<file path="src/rtl/skyhop_pkg.sv">
// Shared constants and types for the skyhop map pipeline.
package skyhop_pkg;

  // Columns per generated layer; bit 0 is the leftmost column.
  localparam int unsigned LAYER_W = 7;

  // Default number of layers held on screen (power of 2).
  localparam int unsigned DEPTH_DEFAULT = 8;

  localparam logic [LAYER_W-1:0] LAYER_ZERO = '0;

  typedef enum logic [1:0] {
    S_IDLE,
    S_FILL,
    S_READY,
    S_WAIT
  } sched_state_e;

endpackage

</file>
<file path="src/rtl/layer_ring_buf.sv">
// DEPTH x (2*LAYER_W) register file: one synchronous write port, one
// registered read port, every entry cleared synchronously on rst.
module layer_ring_buf
  import skyhop_pkg::*;
#(
  parameter int unsigned DEPTH = DEPTH_DEFAULT
) (
  input  logic                     clk,
  input  logic                     rst,
  input  logic                     wr_en,
  input  logic [$clog2(DEPTH)-1:0] wr_addr,
  input  logic [LAYER_W-1:0]       wr_layer,
  input  logic [LAYER_W-1:0]       wr_type,
  input  logic [$clog2(DEPTH)-1:0] rd_addr,
  output logic [LAYER_W-1:0]       rd_layer,
  output logic [LAYER_W-1:0]       rd_type
);

  // Each entry packs {type, occupancy}.
  logic [2*LAYER_W-1:0] mem_q [DEPTH];

  // Storage: clear everything on reset, otherwise single write port.
  always_ff @(posedge clk) begin
    if (rst) begin
      mem_q <= '{default: '0};
    end else if (wr_en) begin
      mem_q[wr_addr] <= {wr_type, wr_layer};
    end
  end

  // Registered read; a same-cycle write is not forwarded.
  always_ff @(posedge clk) begin
    if (rst) begin
      rd_layer <= '0;
      rd_type  <= '0;
    end else begin
      {rd_type, rd_layer} <= mem_q[rd_addr];
    end
  end

endmodule

</file>
<file path="src/rtl/map_layer_scheduler.sv">
// Sequences the layer generator and owns the on-screen map as a ring buffer.
// Optional build macro PLAYABLE_CHECK_EN: replaces an unreachable new top layer
// with the previous top layer and exposes a saturating fixup_cnt.
module map_layer_scheduler
  import skyhop_pkg::*;
#(
  parameter int unsigned DEPTH       = DEPTH_DEFAULT,
  parameter int unsigned INIT_LAYERS = 4,
  parameter int unsigned TIMEOUT_CYC = 255
) (
  input  logic                     clk,
  input  logic                     rst,
  input  logic                     start,
  input  logic                     scroll_req,
  output logic                     gen_map,
  input  logic [LAYER_W-1:0]       layer_in,
  input  logic [LAYER_W-1:0]       type_in,
  input  logic                     layer_valid,
  input  logic [$clog2(DEPTH)-1:0] rd_row,
  output logic [LAYER_W-1:0]       rd_layer,
  output logic [LAYER_W-1:0]       rd_type,
  output logic                     map_ready,
  output logic                     scroll_done,
  output logic                     timeout_err,
  output logic                     scroll_drop
`ifdef PLAYABLE_CHECK_EN
  ,
  output logic [7:0]               fixup_cnt
`endif
);

  localparam int unsigned AW = $clog2(DEPTH);
  localparam int unsigned FW = $clog2(DEPTH + 1);
  localparam int unsigned TW = $clog2(TIMEOUT_CYC + 1);

  sched_state_e state_q, state_d;

  logic [AW-1:0] base_q;
  logic [FW-1:0] fill_cnt_q;
  logic [TW-1:0] tmo_q;
  logic          pending_q;
  logic          gen_map_q, map_ready_q, scroll_done_q, scroll_drop_q, timeout_err_q;

  logic               busy, tmo_hit, beat, full;
  logic               launch_fill, launch_scroll, fill_last, wait_done;
  logic [AW-1:0]      top_row, wr_row, wr_addr, rd_addr;
  logic [LAYER_W-1:0] wr_layer, wr_type;

`ifdef PLAYABLE_CHECK_EN
  logic [LAYER_W-1:0] prev_layer_q, prev_type_q, reach;
  logic [7:0]         fixup_cnt_q;
  logic               fixup;
`endif

  // FSM state register.
  always_ff @(posedge clk) begin
    if (rst) state_q <= S_IDLE;
    else     state_q <= state_d;
  end

  // FSM next-state logic.
  always_comb begin
    state_d = state_q;
    case (state_q)
      S_IDLE:  if (launch_fill)   state_d = S_FILL;
      S_FILL:  if (fill_last)     state_d = S_READY;
      S_READY: if (launch_scroll) state_d = S_WAIT;
      S_WAIT:  if (wait_done)     state_d = S_READY;
      default:                    state_d = S_IDLE;
    endcase
  end

  // FSM decoded controls and write-port selection.
  always_comb begin
    busy          = (state_q == S_FILL) || (state_q == S_WAIT);
    // Data arriving in the timeout cycle takes precedence over substitution.
    tmo_hit       = busy && !layer_valid && (tmo_q == TW'(TIMEOUT_CYC - 1));
    beat          = busy && (layer_valid || tmo_hit);
    launch_fill   = (state_q == S_IDLE) && start;
    launch_scroll = (state_q == S_READY) && (scroll_req || pending_q);
    fill_last     = (state_q == S_FILL) && beat && (fill_cnt_q == FW'(INIT_LAYERS - 1));
    wait_done     = (state_q == S_WAIT) && beat;
    full          = (fill_cnt_q == FW'(DEPTH));
    // fill_cnt was already bumped when a pre-full scroll launched.
    top_row       = full ? AW'(DEPTH - 1) : AW'(fill_cnt_q - 1'b1);
    wr_row        = (state_q == S_FILL) ? fill_cnt_q[AW-1:0] : top_row;
    wr_addr       = base_q + wr_row;
    wr_layer      = layer_valid ? layer_in : LAYER_ZERO;
    wr_type       = layer_valid ? type_in : LAYER_ZERO;
`ifdef PLAYABLE_CHECK_EN
    // A layer is reachable if it touches the previous top column or a neighbour.
    reach = prev_layer_q | (prev_layer_q << 1) | (prev_layer_q >> 1);
    fixup = busy && layer_valid && !((state_q == S_FILL) && (fill_cnt_q == '0)) &&
            ((layer_in & reach) == LAYER_ZERO);
    if (fixup) begin
      wr_layer = prev_layer_q;
      wr_type  = prev_type_q;
    end
`endif
  end

  // Pointers, timeout counter, pending request and registered status outputs.
  always_ff @(posedge clk) begin
    if (rst) begin
      base_q        <= '0;
      fill_cnt_q    <= '0;
      tmo_q         <= '0;
      pending_q     <= 1'b0;
      gen_map_q     <= 1'b0;
      map_ready_q   <= 1'b0;
      scroll_done_q <= 1'b0;
      scroll_drop_q <= 1'b0;
      timeout_err_q <= 1'b0;
    end else begin
      gen_map_q     <= launch_fill || launch_scroll;
      scroll_done_q <= wait_done;
      scroll_drop_q <= busy && scroll_req && pending_q;
      timeout_err_q <= timeout_err_q || tmo_hit;

      if (fill_last || wait_done) map_ready_q <= 1'b1;
      else if (launch_scroll)     map_ready_q <= 1'b0;

      // A fresh request arriving as the pending one launches stays queued.
      if (launch_scroll)           pending_q <= pending_q && scroll_req;
      else if (busy && scroll_req) pending_q <= 1'b1;

      if (launch_fill || launch_scroll || beat) tmo_q <= '0;
      else if (busy)                            tmo_q <= tmo_q + 1'b1;

      if (((state_q == S_FILL) && beat) || (launch_scroll && !full)) begin
        fill_cnt_q <= fill_cnt_q + 1'b1;
      end
      if (launch_scroll && full) base_q <= base_q + 1'b1;
    end
  end

`ifdef PLAYABLE_CHECK_EN
  // Track the last written top layer and count substitutions.
  always_ff @(posedge clk) begin
    if (rst) begin
      prev_layer_q <= '0;
      prev_type_q  <= '0;
      fixup_cnt_q  <= '0;
    end else begin
      if (beat) begin
        prev_layer_q <= wr_layer;
        prev_type_q  <= wr_type;
      end
      if (fixup && (fixup_cnt_q != 8'hff)) fixup_cnt_q <= fixup_cnt_q + 1'b1;
    end
  end

  assign fixup_cnt = fixup_cnt_q;
`endif

  assign rd_addr     = base_q + rd_row;
  assign gen_map     = gen_map_q;
  assign map_ready   = map_ready_q;
  assign scroll_done = scroll_done_q;
  assign scroll_drop = scroll_drop_q;
  assign timeout_err = timeout_err_q;

  layer_ring_buf #(
    .DEPTH (DEPTH)
  ) u_ring (
    .clk      (clk),
    .rst      (rst),
    .wr_en    (beat),
    .wr_addr  (wr_addr),
    .wr_layer (wr_layer),
    .wr_type  (wr_type),
    .rd_addr  (rd_addr),
    .rd_layer (rd_layer),
    .rd_type  (rd_type)
  );

endmodule

</file>
<file path="config.mk">
export PLATFORM = sky130hd
export DESIGN_NAME = map_layer_scheduler
export DESIGN_NICKNAME = d
export VERILOG_FILES = /design/src/rtl/skyhop_pkg.sv /design/src/rtl/layer_ring_buf.sv /design/src/rtl/map_layer_scheduler.sv
export SDC_FILE = /design/constraint.sdc
export NUM_CORES = 1
export LEC_CHECK = 0
export CAP_MARGIN = 40
export CORE_ASPECT_RATIO = 2
export CORE_UTILIZATION = 50
export CTS_CLUSTER_DIAMETER = 150
export DETAILED_ROUTE_END_ITERATION = 7
export MAX_ROUTING_LAYER = met4
export PLACE_DENSITY = 0.69
export SLEW_MARGIN = 40
export SYNTH_ARGS = -nofsm -noshare
export SYNTH_HDL_FRONTEND = slang
export SYNTH_SLANG_ARGS = --single-unit
export TNS_END_PERCENT = 50
</file>
<file path="constraint.sdc">
create_clock -name clk -period 4.01 [get_ports clk]
set_clock_uncertainty 0.2 [all_clocks]
set_input_delay 0.6015 -clock clk [delete_from_list [all_inputs] [get_ports clk]]
set_output_delay 0.6015 -clock clk [all_outputs]
set_load 0.03 [all_outputs]
</file>
Word-level counts from Yosys, hierarchy flattened
Index checks and enable logic that the tools add are counted.

Register bits after elaboration: 149. Bits of input ports: 22. Output and inout port bits: 19. Logic and storage cells: 89.

$add $sub $neg: 6. $lt $le $gt $ge: 3. Equality and inequality tests: 10. Mux-type cells: 19. Bitwise logic cells: 2. Reductions and logical operators: 29.

Operators with widths (number): $bwmux 112 (1); $bmux 14 s3 (1); $demux 14 s3 (1); $mux 14 (3); $logic_and 1x1->1 (14); $mux 7 (2); $add 8x1->8 const B (1); $eq 8x8->1 const B (1); $ge 4x4->1 const B (2); $logic_or 1x1->1 (8); $mux 2 (4); $ne 2x2->1 const B (4); $not 3->4 (2); $pmux 2 s4 (1); $add 3x3->3 (2); $mux 3 (2); $add 4x1->4 const B (1); $eq 2x2->1 const B (2); $eq 4x2->1 const B (1); $eq 4x4->1 const B (1); $lt 4x1->1 const B (1); $mux 1 (4); $reduce_and 4->1 (1); $reduce_bool 2->1 (2); 6 further kinds (7).

Logic depth before layout (Yosys ltp)
Gate-level depths: netlist of the first run.

Depth in word-level cells: 10. Mapped depth: 12. Depth with buffers taken out: 11.

Cells and area by module
Synthesis of the first run repeated with hierarchy kept, for this count alone.

Cells, all modules: 750. Area, all modules: 6700.2 um^2.

Modules (own cells, without submodules): layer_ring_buf (instances 1, cells each 595, area each 5380.2 um^2, sequential area each 2522.4 um^2); map_layer_scheduler (instances 1, cells each 155, area each 1320.0 um^2, sequential area each 460.4 um^2).

Worst setup path before layout of the first run
No wires, ideal clock.

Path kind: reg-to-reg. From: reg fill_cnt_q[0]. To: reg u_ring.mem_q[59] in the netlist's numbering. Setup time: 73 ps. Data arrival time: 2836 ps. Data required time: 3737 ps. Setup slack: 901 ps. Cell stages (with the launch flop): 13. Buffers on the path: 1. Period minus slack after synthesis: 3109 ps. Path through: dfxtp_1 inv_1 ha_1 nand3b_1 and3_1 a21oi_1 ha_1 fa_1 xnor3_2 a21oi_4 nor4_4 buf_6 mux2i_1.

Cells in the longest elaborated chain, start to end: 10. Elaborated cells between the ends (all ways): 12. Classes of those cells: add/sub: 2; order compare: 2; eq/ne: 1; mux: 5; bitwise: 1; reduce/logical: 1.

RTL lines: from (decl) (RTL line map_layer_scheduler.sv:39) `logic [FW-1:0] fill_cnt_q;`; from (signal assigned) (RTL line map_layer_scheduler.sv:131) `fill_cnt_q <= fill_cnt_q + 1'b1;`; $sub 3x1->3 / $eq 4x4->1 (equally long branches) (RTL line map_layer_scheduler.sv:85, map_layer_scheduler.sv:83); $mux 3 (RTL line map_layer_scheduler.sv:85) `top_row = full ? AW'(DEPTH - 1) : AW'(fill_cnt_q - 1'b1);`; $mux 3 (*) (RTL line map_layer_scheduler.sv:86) `wr_row = (state_q == S_FILL) ? fill_cnt_q[AW-1:0] : top_row;`; $add 3x3->3 (*) (RTL line map_layer_scheduler.sv:87) `wr_addr = base_q + wr_row;`; $not 3->4 (not written as such) (*) (RTL line layer_ring_buf.sv:27) `mem_q[wr_addr] <= {wr_type, wr_layer};`; $ge 4x4->1 (not written as such) / $lt 4x1->1 (equally long branches) (RTL line layer_ring_buf.sv:27); $logic_and 1x1->1 (not written as such) (RTL line layer_ring_buf.sv:27); $mux 14 (not written as such) (RTL line layer_ring_buf.sv:27); $demux 14 s3 (*) (RTL line layer_ring_buf.sv:27); $bwmux 112 (*) (RTL line layer_ring_buf.sv:27); to (signal, indexed assignment) (RTL line layer_ring_buf.sv:27); to (decl) (RTL line layer_ring_buf.sv:20) `logic [2*LAYER_W-1:0] mem_q [DEPTH];`.

Every way passes the cells marked *; elsewhere a longest branch is shown, timed or not. A chain may end at the register's enable or synchronous reset.

Worst setup path after layout of the first run
From: reg fill_cnt_q[1]. To: reg u_ring.mem_q[69] in the netlist's numbering.

Same word-level chain as after synthesis.

==> metrics.txt, run 1 <==
outcome=finished, final reports clean; top post-synthesis cells by area=dfxtp_1 (43%), mux2i_1 (24%), nand2b_1 (10%); Synth area leader=dfxtp_1; clk sink count=149; top-area cell type share of the netlist area=42.9%; site row count=60; via count=4679; Synth Cell Area=6950 sq um; GPL Wtd Cong=0.878; iteration-0 DRC count of the detailed router=around 200; CTS HTree Levels=4; WHS Path Cells=2; Critical Path, Cell by Cell=inv_1 > ha_1 > nand3b_1 > and3_1 > a21oi_1 > ha_1 > fa_1 > xnor3_2 > a21oi_4 > nor4_4 > buf_4 > mux2i_1; Synth-to-Final Area Change=15.4%; root buf cell=clkbuf_16; Crit path top cell by count=ha_1; Reg2Reg Depth=12; core region area=13500 sq um; CTS buffer count=17; Slew HR=43.6%; Setup Buffers After CTS=0; Max Cap Violations=0; CTS-repair resized insts=0; fmax=about 270 MHz; async set or reset register ratio after synthesis=0%; Peak supply drop=329 uV; Wirelength per Cell=19.0 microns; RSZ-0062 raised after global routing=false; Die Area=around 14000 sq um; total grt overflow=0; worst slew pin tran=0.843 ns; vias in the first global route=4988; Final Max Tran Viols=0; critical path class=flop to flop; most frequent cell after synthesis=mux2i_1; CP arrival=3.83 ns; fraction of layout instances using a drive strength above 1=9.41%; final WL=15900 microns; # hold bufs at CTS=0; initial antenna violation count=0; top post-synthesis cells by count=mux2i_1 (169), dfxtp_1 (149), nand2b_1 (114); clk slew on worst S/H paths=roughly 0.060 ns; Post-synth EDFFs=0; Ant. Diodes=0; # nets final=roughly 700; CP Max Fanout=8; minimum clock period=3.70 ns; Critical Path End Type=flop; CP max stage cell=nor4_4; hold path startpoint=timeout_err; design area=between 8000 and 9000 sq um; register-to-register setup slack=0.31 ns; first-pass GRT wire length=25600 microns; Slowest Stage Delay on Critical Path=0.66 ns; Clk Latency, worst-skew pair=0.41 ns; syn avg cell area=approximately 11 sq um; CP Data Required Time=4.14 ns; final worst path period share=between 90 and 100%; worst r2r dst=u_ring.mem_q[69]; hold worst-path end=timeout_err; worst reg2reg startpoint=fill_cnt_q[1]; hpwl dp=between 10000 and 15000 microns; number of antenna-violating nets in the routed design=0; die height=169 microns; global-route usage over all layers=24.0%; power per cell area=415 nW/um^2; Hold Violations, Final=0; Port Buffers=40; Yosys cell types=55; total power=about 3.3 mW; Synthesized Nets=around 670; Placed Area=~7400 sq um; DRT Pass-1 Iters=4; leakage power=3.38 nW; setup TNS=0 ns; HP Class=flop to flop; Post-Syn Instances=around 640; CTS tree=built; ys flop type=dfxtp_1; DRC=0; Longest Clk Path Bufs=2; synthesized flop and latch total=149; endpoints failing setup=0; pin count of the biggest net entering global routing=111; CP Launch Type=flop; part of the Yosys area used for sequential elements=42.9%; # IOs=41; Via density=5.60; Synthesis Warnings=0; die width=85.3 microns; Initial Utilization=between 50% and 60%
==> worst max-delay path by stage <==
stage,from,endpoint,slack (ns)
6_report,fill_cnt_q[1],u_ring.mem_q[69],0.31
3_3_place_gp,fill_cnt_q[0],u_ring.mem_q[66],0.52
4_1_cts,fill_cnt_q[1],u_ring.mem_q[65],0.31
5_1_grt,fill_cnt_q[1],u_ring.mem_q[65],0.16
3_5_place_dp,fill_cnt_q[1],u_ring.mem_q[65],0.33
2_1_floorplan,fill_cnt_q[0],u_ring.mem_q[59],0.90
==> per-stage QoR <==
stage / hold slack (ns) / setup slack [ns] / util [%] / instances
finish: 0.269 / 0.307 / 59.3 / 835
global route: 0.288 / 0.157 / 59.3 / 835
CTS: 0.273 / 0.309 / 59.2 / 834
detailed placement: 0.261 / 0.333 / 54.7 / 802
global placement: 0.252 / 0.522 / 54.7 / 802
floorplan: 0.248 / 0.901 / - / 638
==> placed cells by master (no fill, tap or decap), types with 4 or more instances in the layout <==
cell / count
clkbuf_16: 17
o22a_1: 14
buf_4: 7
clkdlybuf4s50_1: 39
ha_1: 7
clkinvlp_4: 4
a21oi_1: 7
nor2b_1: 6
nor3_1: 5
o221ai_1: 14
nand2_1: 20
xnor2_1: 6
inv_1: 4
dfxtp_1: 149
nand3_1: 4
nand2b_1: 114
mux2i_1: 169
nor2_1: 26
==> critical path, delay by kind of cell, from the launching register on <==
family | cells | cell delay, ns
compound gates | 2 | 0.13
xor+xnor | 1 | 0.31
fa+ha+maj | 3 | 0.89
buf+inv | 2 | 0.40
flops | 1 | 0.42
mux | 1 | 0.22
simple gates | 3 | 1.03
==> registers in the layout, summed over array words and instances, names as in the netlist <==
signal           cells
u_ring.rd_type       7
u_ring.mem_q       112
state_q              2
fill_cnt_q           4
pending_q            1
map_ready            1
timeout_err          1
scroll_done          1
tmo_q                8
u_ring.rd_layer      7
scroll_drop          1
gen_map              1
base_q               3
==> routing by layer <==
| metal | part of all wire, % | GRT usage (%) | vias up |
|---|---|---|---|
| met1 | 41 | 25.5 | 2281 |
| met5 | 0 | - | - |
| met4 | 2.7 | 10.7 | 0 |
| met3 | 2.5 | 4.44 | 29 |
| met2 | 54 | 42.9 | 84 |
| li1 | - | - | 2285 |
==> kinds of logic (layout without fill, tap and decap cells) <==
family / after synthesis / count (layout) / share of synthesized area (%)
fa+ha+maj: 9 / 9 / 1.84
buf+inv: 45 / 87 / 3.66
flops: 149 / 149 / 42.9
xor+xnor: 12 / 12 / 2.16
mux: 171 / 171 / 24.7
simple gates: 200 / 200 / 17.7
compound gates: 52 / 52 / 7.03
==> area by class of cell <==
cell class              count  area, sq um
clock buffers              20          457
fillers                  1138         5500
repair buffers             50          494
clock inverters            12          145
inverters                   5         32.5
flip-flops and latches    149         2980
multi-input cells         444         3710
well taps                 155          194
==> report_power, final <==
part	switching [mW]	internal (mW)
Combinational	0.133	0.0981
Sequential	0.00929	1.49
Clock	0.634	0.962
No activity file was read; power rests on OpenSTA's default activity.
==> inputs of run 2 (changes only) <==
--- a/config.mk
+++ b/config.mk
@@ -6,12 +6,13 @@
 export NUM_CORES = 1
 export LEC_CHECK = 0
 export CAP_MARGIN = 40
-export CORE_ASPECT_RATIO = 2
+export CORE_ASPECT_RATIO = 1.1
 export CORE_UTILIZATION = 50
 export CTS_CLUSTER_DIAMETER = 150
 export DETAILED_ROUTE_END_ITERATION = 7
 export MAX_ROUTING_LAYER = met4
 export PLACE_DENSITY = 0.69
+export SKIP_LAST_GASP = 1
 export SLEW_MARGIN = 40
 export SYNTH_ARGS = -nofsm -noshare
 export SYNTH_HDL_FRONTEND = slang
==> metrics.txt, run 2 (same netlist as run 1, synthesis figures left out) <==
outcome=finished, final reports clean; worst slew pin tran=roughly 0.84 ns; Flop pwr share=44.8%; DRT Pass-1 Iters=4; worst reg2reg startpoint=fill_cnt_q[0]; CP Data Required Time=4.16 ns; HP Class=flop to flop; hold worst-path end=u_ring.mem_q[67]; CTS buffer count=17; Layout fillers=1124; FF+latch area=between 2000 and 3000 sq um; die width=114 microns; vias in the first global route=4730; worst r2r dst=u_ring.mem_q[63]; Via density=5.40; Port Buffers=40; register-to-register setup slack=roughly 0.38 ns; Ant. Diodes=0; via count=4647; critical path class=flop to flop; initial antenna violation count=0; most frequent cells in the layout=mux2i_1 (169), dfxtp_1 (149), nand2b_1 (114); CP arrival=about 3.8 ns; CTS tree=built; root buf cell=clkbuf_16; Reg with most FFs=u_ring.mem_q; internal power=2.61 mW; commonest non-fill, non-tap cell in the layout=mux2i_1; Hold Violations, Final=0; total grt overflow=0; number of antenna-violating nets in the routed design=0; combinational power share=6.8%; Initial Utilization=between 50% and 60%; total power=3.35 mW; multi-input combinational cell area=3710 sq um; pin count of the biggest net entering global routing=91; Setup Buffers After CTS=0; first-pass GRT wire length=24200 microns; final worst path period share=90.5%; setup TNS=0 ns; global-route usage over all layers=23.1%; Longest Clk Path Bufs=2; Crit path top cell by count=ha_1; Clock Power Share=between 40% and 50%; Peak supply drop=301 uV; # IOs=41; Critical Path End Type=flop; WHS Path Cells=2; fmax=around 280 MHz; Critical Path, Cell by Cell=inv_1 > ha_1 > nand3b_1 > and3_1 > a21oi_1 > ha_1 > fa_1 > xnor3_2 > a21oi_4 > nor4_4 > buf_4 > mux2i_1; CP Launch Type=flop; Max Cap Violations=0; Wirelength per Cell=~17 microns; RSZ-0062 raised after global routing=false; Largest register FFs=112; # nets final=695; GPL Wtd Cong=0.883; iteration-0 DRC count of the detailed router=340; core region area=about 13000 sq um; fraction of layout instances using a drive strength above 1=under 10%; hpwl dp=between 9000 and 10000 microns; Synth-to-Final Area Change=15.5%; CTS HTree Levels=4; CP max stage cell=nor4_4; minimum clock period=3.63 ns; # hold bufs at CTS=0; Largest regs=u_ring.mem_q x112, tmo_q x8; final WL=15000 microns; CP Max Fanout=9; clk sink count=between 100 and 150; DRC=0; hold path startpoint=u_ring.mem_q[67]; die height=around 130 microns; Die Area=14400 sq um; Sw Pwr=roughly 0.74 mW; Slowest Stage Delay on Critical Path=0.65 ns; endpoints failing setup=0; Reg2Reg Depth=12; Switching Fraction=about 22%; CTS-repair resized insts=0; Slew HR=43.8%; site row count=44; clk slew on worst S/H paths=0.06 ns; power per cell area=417 nW/um^2; leakage power=3.38 nW; Final Max Tran Viols=0; Clk Latency, worst-skew pair=0.42 ns
==> run 2: cell types whose count changed in the layout (fill, tap and decap cells not counted), sizes merged <==
| cell | previous run | this run |
|---|---|---|
| clkinv | 2 | 4 |
| clkinvlp | 4 | 2 |
| inv | 8 | 4 |
| buf | 11 | 8 |
| bufinv | 3 | 4 |
| clkbuf | 20 | 23 |
==> run 2: cell type report <==
class | instances | share of cell area [%]
repair buffers | 47 | 5.74
clock buffers | 23 | 5.96
multi-input cells | 444 | 46.3
well taps | 184 | 2.87
clock inverters | 9 | 1.56
inverters | 5 | 0.406
flip-flops and latches | 149 | 37.2
==> run 2: per-stage QoR <==
step / instance area (sq um) / worst slack [ns] / util [%] / hold slack [ns] / cells
4_1_cts: 8020 / 0.390 / 60.0 / 0.273 / 861
3_5_place_dp: 7420 / 0.389 / 55.5 / 0.265 / 829
5_1_grt: 8020 / 0.214 / 60.0 / 0.282 / 861
3_3_place_gp: 7420 / 0.528 / 55.5 / 0.251 / 829
6_report: 8020 / 0.380 / 60.0 / 0.271 / 861
2_1_floorplan: 6950 / 0.901 / - / 0.248 / 638
==> run 2: metal layers <==
| layer | up-vias | part of all wire [%] | GRT usage (%) |
|---|---|---|---|
| li1 | 2283 | - | - |
| met1 | 2248 | 46 | 27.5 |
| met2 | 94 | 48 | 37.1 |
| met3 | 22 | 4.1 | 5.87 |
| met4 | 0 | 2.0 | 9.09 |
| met5 | - | 0 | - |
==> run 2: power by group through the flow <==
stage          combinational (mW)  sequential, mW  clock, mW
2_1_floorplan               0.163            1.53          0
3_3_place_gp                0.225            1.53          0
3_5_place_dp                0.229            1.53          0
4_1_cts                     0.230            1.50       1.64
5_1_grt                     0.245            1.50       1.71
6_report                    0.229            1.50       1.62
==> run 2: worst max-delay path: cells and delay by family, from the launching register on <==
family	cells	cell delay [ns]
buf+inv	2	0.45
simple gates	3	1.00
fa+ha+maj	3	0.90
flops	1	0.37
xor+xnor	1	0.30
compound gates	2	0.12
mux	1	0.22
==> run 2: how the worst max path moves through the flow <==
stage / from / end / slack, ns
after floorplan: fill_cnt_q[0] / u_ring.mem_q[59] / 0.90
after global placement: fill_cnt_q[0] / u_ring.mem_q[68] / 0.53
after detailed placement: fill_cnt_q[0] / u_ring.mem_q[60] / 0.39
after CTS: fill_cnt_q[0] / u_ring.mem_q[60] / 0.39
after global routing: fill_cnt_q[0] / u_ring.mem_q[60] / 0.21
final: fill_cnt_q[0] / u_ring.mem_q[63] / 0.38
